<file path="src/rtl/core_pkg.sv">
// Shared core types: immediate-source select, opcode class, fetch FSM state.
package core_pkg;

    localparam int unsigned INSTR_BYTES = 4;

    typedef enum logic [1:0] {
        IMM_DP8   = 2'd0,
        IMM_MEM12 = 2'd1,
        IMM_BR24  = 2'd2
    } imm_src_t;

    typedef enum logic [1:0] {
        OP_DP    = 2'd0,
        OP_MEM   = 2'd1,
        OP_BR    = 2'd2,
        OP_UNDEF = 2'd3
    } op_t;

    typedef enum logic [1:0] {
        REQ  = 2'd0,
        WAIT = 2'd1,
        HOLD = 2'd2
    } fetch_state_t;

endpackage

</file>
<file path="src/rtl/instr_fetch_unit_imm_src_decode.sv">
// Combinational decode of the instruction op field into the extend-stage
// immediate select plus an undefined-op flag.
module imm_src_decode
    import core_pkg::*;
(
    input  logic [1:0] i_op,
    output logic [1:0] o_imm_src,
    output logic       o_undef
);

    always_comb begin
        o_imm_src = IMM_DP8;
        o_undef   = 1'b0;
        case (op_t'(i_op))
            OP_DP:    o_imm_src = IMM_DP8;
            OP_MEM:   o_imm_src = IMM_MEM12;
            OP_BR:    o_imm_src = IMM_BR24;
            OP_UNDEF: o_undef   = 1'b1;
            default:  o_undef   = 1'b0;
        endcase
    end

endmodule

</file>
<file path="src/rtl/instr_fetch_unit.sv">
// Fetch stage: PC, single-outstanding imem request, IR with valid/ready to decode.
// Optional FETCH_PC_PLUS8_EN adds the registered R15 read value id_pc_plus8.
module instr_fetch_unit
    import core_pkg::*;
#(
    parameter int unsigned       ADDR_W   = 32,
    parameter logic [ADDR_W-1:0] RESET_PC = 32'h0000_0000
) (
    input  logic              clk,
    input  logic              rst_n,
    output logic              imem_req_valid,
    input  logic              imem_req_ready,
    output logic [ADDR_W-1:0] imem_addr,
    input  logic              imem_rsp_valid,
    input  logic [31:0]       imem_rdata,
    input  logic              redirect,
    input  logic [ADDR_W-1:0] redirect_pc,
    input  logic              id_ready,
    output logic              id_valid,
    output logic [23:0]       id_inst,
    output logic [1:0]        id_imm_src,
    output logic [3:0]        id_cond,
    output logic [1:0]        id_op,
    output logic [ADDR_W-1:0] id_pc,
`ifdef FETCH_PC_PLUS8_EN
    output logic [ADDR_W-1:0] id_pc_plus8,
`endif
    output logic              id_undef
);

    localparam logic [ADDR_W-1:0] PC_STEP  = ADDR_W'(INSTR_BYTES);
    localparam logic [ADDR_W-1:0] PC_MASK  = ~ADDR_W'(INSTR_BYTES - 1);
    localparam logic [ADDR_W-1:0] PC_RESET = RESET_PC & PC_MASK;

    fetch_state_t      r_state;
    logic [ADDR_W-1:0] r_pc;
    logic [ADDR_W-1:0] r_id_pc;
    logic [31:0]       r_ir;
    logic              r_id_valid;
    logic              r_req_valid;
    logic              r_drop;
`ifdef FETCH_PC_PLUS8_EN
    logic [ADDR_W-1:0] r_pc_plus8;
`endif

    logic              w_accept;
    logic [1:0]        w_imm_src;
    logic              w_undef;
    logic              w_unused_ir;

    assign w_accept = (r_state == REQ) && r_req_valid && imem_req_ready;

    // Redirect wins over normal sequencing; a request already in flight
    // (or accepted this cycle) must have its response swallowed via r_drop.
    always_ff @(posedge clk or negedge rst_n) begin
        if (!rst_n) begin
            r_state     <= REQ;
            r_pc        <= PC_RESET;
            r_id_pc     <= PC_RESET;
            r_ir        <= 32'h0;
            r_id_valid  <= 1'b0;
            r_req_valid <= 1'b0;
            r_drop      <= 1'b0;
`ifdef FETCH_PC_PLUS8_EN
            r_pc_plus8  <= PC_RESET + ADDR_W'(2 * INSTR_BYTES);
`endif
        end else if (redirect) begin
            r_pc       <= redirect_pc & PC_MASK;
            r_id_valid <= 1'b0;
            if (w_accept || (r_state == WAIT && !imem_rsp_valid)) begin
                r_state     <= WAIT;
                r_drop      <= 1'b1;
                r_req_valid <= 1'b0;
            end else begin
                r_state     <= REQ;
                r_drop      <= 1'b0;
                r_req_valid <= 1'b1;
            end
        end else begin
            case (r_state)
                REQ: begin
                    if (w_accept) begin
                        r_state     <= WAIT;
                        r_req_valid <= 1'b0;
                    end else begin
                        r_req_valid <= 1'b1;
                    end
                end
                WAIT: begin
                    if (imem_rsp_valid) begin
                        if (r_drop) begin
                            r_drop      <= 1'b0;
                            r_state     <= REQ;
                            r_req_valid <= 1'b1;
                        end else begin
                            r_ir       <= imem_rdata;
                            r_id_pc    <= r_pc;
                            r_id_valid <= 1'b1;
                            r_pc       <= r_pc + PC_STEP;
`ifdef FETCH_PC_PLUS8_EN
                            r_pc_plus8 <= r_pc + ADDR_W'(2 * INSTR_BYTES);
`endif
                            r_state    <= HOLD;
                        end
                    end
                end
                HOLD: begin
                    if (id_ready) begin
                        r_id_valid  <= 1'b0;
                        r_state     <= REQ;
                        r_req_valid <= 1'b1;
                    end
                end
                default: begin
                    r_state     <= REQ;
                    r_req_valid <= 1'b0;
                end
            endcase
        end
    end

    imm_src_decode u_imm_src_decode (
        .i_op      (r_ir[27:26]),
        .o_imm_src (w_imm_src),
        .o_undef   (w_undef)
    );

    // IR[25:24] has no consumer in this stage.
    assign w_unused_ir = ^r_ir[25:24];

    assign imem_req_valid = r_req_valid;
    assign imem_addr      = r_pc & PC_MASK;
    assign id_valid       = r_id_valid;
    assign id_inst        = r_ir[23:0];
    assign id_cond        = r_ir[31:28];
    assign id_op          = r_ir[27:26];
    assign id_pc          = r_id_pc;
    assign id_imm_src     = w_imm_src;
    assign id_undef       = w_undef;
`ifdef FETCH_PC_PLUS8_EN
    assign id_pc_plus8    = r_pc_plus8;
`endif

endmodule

</file>
<file path="config.mk">
export PLATFORM = sky130hd
export DESIGN_NAME = instr_fetch_unit
export DESIGN_NICKNAME = d
export VERILOG_FILES = /design/src/rtl/core_pkg.sv /design/src/rtl/instr_fetch_unit_imm_src_decode.sv /design/src/rtl/instr_fetch_unit.sv
export SDC_FILE = /design/constraint.sdc
export NUM_CORES = 1
export LEC_CHECK = 0
export BUFFER_PORTS_ARGS = -buffer_cell sky130_fd_sc_hd__buf_2
export CAP_MARGIN = 10
export CORE_MARGIN = 4
export CORE_UTILIZATION = 49
export CTS_CLUSTER_DIAMETER = 200
export DETAILED_ROUTE_END_ITERATION = 8
export GPL_TIMING_DRIVEN = 0
export HOLD_SLACK_MARGIN = 0.12
export PLACE_DENSITY_LB_ADDON = 0.08
export SYNTH_ARGS = -nofsm -noshare
export SYNTH_HDL_FRONTEND = slang
export SYNTH_HIERARCHICAL = 1
export SYNTH_SLANG_ARGS = --single-unit
</file>
<file path="constraint.sdc">
create_clock -name clk -period 3.1 [get_ports clk]
set_input_delay 0.62 -clock clk [delete_from_list [all_inputs] [get_ports clk]]
set_output_delay 0.62 -clock clk [all_outputs]
set_load 0.005 [all_outputs]
</file>
### Word-level counts from Yosys, hierarchy flattened

Index checks and enable logic that the tools add are counted.

| storage, ports and cells | value |
|---|---|
| bits in registers | 101 |
| logic and storage cells | 65 |
| input bits | 70 |

| operators by class | value |
|---|---|
| bitwise gates (word level) | 2 |
| add/subtract/negate cells | 1 |
| multiplexer cells | 29 |
| equality and inequality tests | 11 |
| reduce and logical (&&, ||, !) cells | 15 |

Operators with widths:

| cell | number |
|---|---|
| 32-bit two-way mux | 4 |
| 32-bit by 3-bit adder with 32-bit output, second input constant | 1 |
| 1-bit two-way mux | 16 |
| 3-bit inequality test, second input constant | 5 |
| 2-bit two-way mux | 5 |
| 3-bit AND reduction | 3 |
| 4-bit AND reduction | 2 |
| 2-bit == test, second input constant | 3 |
| 2-bit one-hot mux with 3 select lines | 1 |
| 2-bit by 1-bit == test with 1-bit output, second input constant | 2 |
| 2-bit one-hot mux with 2 select lines | 1 |
| 2-bit nonzero test | 2 |
| 1-bit logical AND | 3 |
| 1-bit one-hot mux with 3 select lines | 1 |
| 3-bit nonzero test | 1 |
| 2-bit logical NOT | 1 |
| 2-bit inequality test, second input constant | 1 |
| 1-bit NOT | 2 |
| 1-bit one-hot mux with 2 select lines | 1 |
| 2-bit AND reduction | 1 |
| 1-bit logical NOT | 1 |
| 1-bit logical OR | 1 |

### Depth between registers and ports, before layout

| logic depth | value |
|---|---|
| word-level depth | 6 |
| depth in mapped cells | 9 |
| gate-level depth less buffers | 6 |

### Modules after synthesis

The synthesis kept the hierarchy.

Modules (own cells, without submodules):

| module | area each (um2) | times used | cells each | sequential area each (um2) |
|---|---|---|---|---|
| instr_fetch_unit | 4334.2 | 1 | 372 | 2377.3 |
| imm_src_decode | 22.5 | 1 | 3 | 0.0 |

### Worst setup path after synthesis

OpenSTA, ideal clock, no wires.

| timing | value |
|---|---|
| path kind | flip-flop to flip-flop |
| start | register r_state[1] |
| end | register r_pc[29] |
| path buffers | 2 |
| cell stages (with the launch flop) | 9 |
| path slack | 0.813 ns |
| period minus slack after synthesis | 2.287 ns |
| arrival | 2.205 ns |
| cell sequence | dfrtp_1 > inv_1 > ha_1 > nand3b_4 > or4_1 > buf_2 > buf_6 > or4_1 > a31oi_1 |

| on the way | value |
|---|---|
| word-level cells in the longest chain between the ends | 3 |

Ends and longest elaborated chain:

| item | RTL line | source |
|---|---|---|
| start: declaration | instr_fetch_unit.sv:35 | `fetch_state_t r_state;` |
| start signal: assignment | instr_fetch_unit.sv:57 | `r_state <= REQ;` |
| start signal: assignment | instr_fetch_unit.sv:71 | `r_state <= WAIT;` |
| start signal: assignment | instr_fetch_unit.sv:75 | `r_state <= REQ;` |
| 2-bit by 1-bit == test with 1-bit output | instr_fetch_unit.sv:80 | `case (r_state)` |
| 2-bit nonzero test (no line) | - |  |
| 3-bit AND reduction (no line) | - |  |
| end signal: assignment | instr_fetch_unit.sv:68 | `r_pc <= redirect_pc & PC_MASK;` |
| end signal: assignment | instr_fetch_unit.sv:99 | `r_pc <= r_pc + PC_STEP;` |
| end: declaration | instr_fetch_unit.sv:36 | `logic [ADDR_W-1:0] r_pc;` |

Every way passes these cells.
A chain may end at the register's enable or synchronous reset.

### Worst setup path after layout

| timing | value |
|---|---|
| start | register r_state[1] |
| end | register r_pc[22] |

Same word-level chain as after synthesis.

==> flow_summary.yaml <==
status:
  status: "complete, no violations"
pwr:
  ir_drop_mv: 0.402
  p_per_area_nw_per_um2: 742
  p_total_mw: 4.10
  cellLeakagePower_nw: 2.58
critical_path:
  r2r_cells: 9
  crit_end: "r_pc[22]"
  worstPathRequired_ns: 3.32
  worstReg2RegStart: "r_state[1]"
  cp_top_family: "buffers and inverters"
  cp.depth: 9
  critPathMaxStageDelay_ns: 0.52
  arrival_ns: 2.80
  crit_start: "r_state[1]"
  crit_type: "flop to flop"
  start_kind: "flop"
  cp-end-kind: "flop"
  crit_buf_inv: 4
  rrSetupSlack_ns: 0.52
  crit_chain: "inv_1 > ha_1 > nand3b_4 > or4_1 > buf_2 > buf_6 > clkbuf_1 > o31ai_1 > a31oi_1"
  timing.rr.end: "r_pc[22]"
  worst_path_max_delay_cell: "or4_1"
  cp_max_fo: 10
timing:
  worst_pin_slew_ns: 0.601
  finalSetupViolations: 0
  fmax_mhz: 388
  rsz0062_at_grt: "no"
  period_share_pct: 83.1
  maxSlewHeadroom_pct: 59.9
  fin_crit_ns: 2.58
  tns_ns: 0
  hold_viol: 0
  finalMaxSlewViolations: 0
  skew_ns: 0.0114
placed_design:
  dp_hpwl_mm: 8.15
  numPortBuffers: 159
  gp_congestion: 0.816
clock_network:
  cts_hold_buf: 0
  cts_buffer_depth: 2
  clock_sinks: 95
  cts-resized-gates: 0
  cts-root-buf: "clkbuf_8"
  cts_made_buffers: 9
  insertion_delay_ns: 0.36
  htreeDepth: 3
  cts_setup_buffers: 0
  clkTransAtPathRegs_ns: 0.10
  cts_tree: "built"
floorplan:
  std_cell_rows: 34
  ios: 169
  die_h_microns: 102
  start_util_pct: 50.2
  core_area_sq_um: 8680
  die_x_microns: 102
  fp.dieArea_sq_um: 10500
global_routing:
  antenna_found_initial: 0
  track_usage_pct: 21.2
  grt_pass1_wl_mm: 17.3
  grt.overflow.total: 0
  grt_pass1_vias: 3538
  grt_max_degree: 71
worst_hold_path:
  min_path_type: "primary input to async pin"
routing:
  num_vias: 3609
  wire_per_inst_microns: 16.8
  wirelength_mm: 11.1
  first_pass_iters: 4
  via_per_inst: 5.45
  remaining_drc_errors: 0
  drt_iter0_drc: 159
  ant_nets: 0
synth:
  yosys_warnings: 6
  netlist_instances: 375
  synth_area_leaders: "dfrtp_1 (55%), mux2_2 (16%), or4_1 (3.1%), o31ai_1 (2.6%), a31oi_1 (2.4%)"
  synth_cell_types: 42
  synthFlopType: "dfrtp_1"
  synth_top_area_share_pct: 54.6
  yosys.area.top_type: "dfrtp_1"
  synth_seq_cells: 95
  synth_edf_count: 0
  syn-cell-area_sq_um: 4360
  synthMostInstantiatedCell: "dfrtp_1"
  async_reset_ff_share_pct: 100
  synth_commonest_cells: "dfrtp_1 (95), mux2_2 (61), nand2_1 (27)"
  ys_seq_area_share_pct: 54.6
  syn_avg_cell_area_sq_um: 11.6
layout:
  area_delta_synth_final_pct: 26.9
  drive_above_1_share_pct: 44.4
  nNetsFinal: 624
  antennaDiodeCount: 0
run:
  max_cap_violations: 0
[worst register-to-register path: cells and delay by family, from the launching register on]
family / cells / cell delay, ns
buffers and inverters: 4 / 0.68
and+or+nand+nor: 2 / 0.64
AOI/OAI and AO/OA: 2 / 0.43
DFF: 1 / 0.41
adders and majority gates: 1 / 0.30
[per-layer routing]
metal / part of all wire, % / wire, microns / track usage, %
met1: 42 / 4720 / 27.7
met2: 49 / 5440 / 35.0
met3: 7.7 / 855 / 5.73
met4: 0.81 / 90 / 5.55
met5: 0 / 0 / 0
[cell families (layout without fill, tap and decap cells)]
| family | after synthesis | after routing | share of synthesized area, % |
|---|---|---|---|
| compound gates | 60 | 60 | 9.08 |
| xor+xnor | 8 | 8 | 1.61 |
| fa+ha+maj | 5 | 5 | 1.44 |
| buf+inv | 30 | 206 | 3.13 |
| flops | 95 | 95 | 54.6 |
| mux | 62 | 62 | 16.0 |
| other cells | 1 | 4 | 0.0861 |
| simple gates | 114 | 114 | 14.1 |
[metrics by stage]
step	util (%)	hold slack, ns	area, sq um	setup slack [ns]	std cells
floorplan	-	0.324	4370	0.813	378
finish	63.7	0.149	5530	0.523	662
CTS	63.7	0.150	5530	0.494	662
global placement	61.1	0.484	5300	0.454	645
global route	63.7	0.146	5530	0.345	662
detailed placement	61.4	0.490	5330	0.510	646
[state kept, by name, summed over array words and instances (netlist names)]
name            flops
id_pc              30
r_ir               30
r_pc               30
r_state             2
id_valid            1
imem_req_valid      1
r_drop              1
[power breakdown]
group          switching [mW]  leakage, nW  internal (mW)
Sequential              0.272         1.14           1.68
Clock                   0.455       0.0891          0.378
Combinational           0.549         1.35          0.763
Total                    1.28         2.58           2.82
[area by class of cell]
cell class              instances  area [sq um]
well taps                     108           135
inverters                       6          22.5
repair buffers                160           826
clock inverters                 6          70.1
plain buffers                  24           114
multi-input cells             253          1850
fillers                       757          3150
clock buffers                  10           128
flip-flops and latches         95          2380
[worst min-delay path by stage]
stage                     end  cells after the start  startpoint
finish                r_ir[0]                      1       rst_n
global route          r_ir[0]                      1       rst_n
CTS                   r_ir[0]                      1       rst_n
detailed placement   r_ir[10]                      1    r_ir[10]
global placement    id_pc[24]                      1   id_pc[24]
floorplan           id_pc[10]                      0       rst_n
[layout by cell type (no fill, tap or decap), drive strengths merged, types with 5 or more instances in the layout]
cell type / synthesis / routed
a31oi: 17 / 17
and3: 5 / 5
buf: 6 / 166
clkbuf: 18 / 28
dfrtp: 95 / 95
ha: 5 / 5
inv: 6 / 7
mux2: 61 / 61
nand2: 27 / 27
nand3: 18 / 18
nand4: 8 / 8
nor2: 22 / 22
o211ai: 5 / 5
o21ai: 14 / 14
o31ai: 15 / 15
or4: 18 / 18
Note: power is estimated with default switching activity, not from simulation.
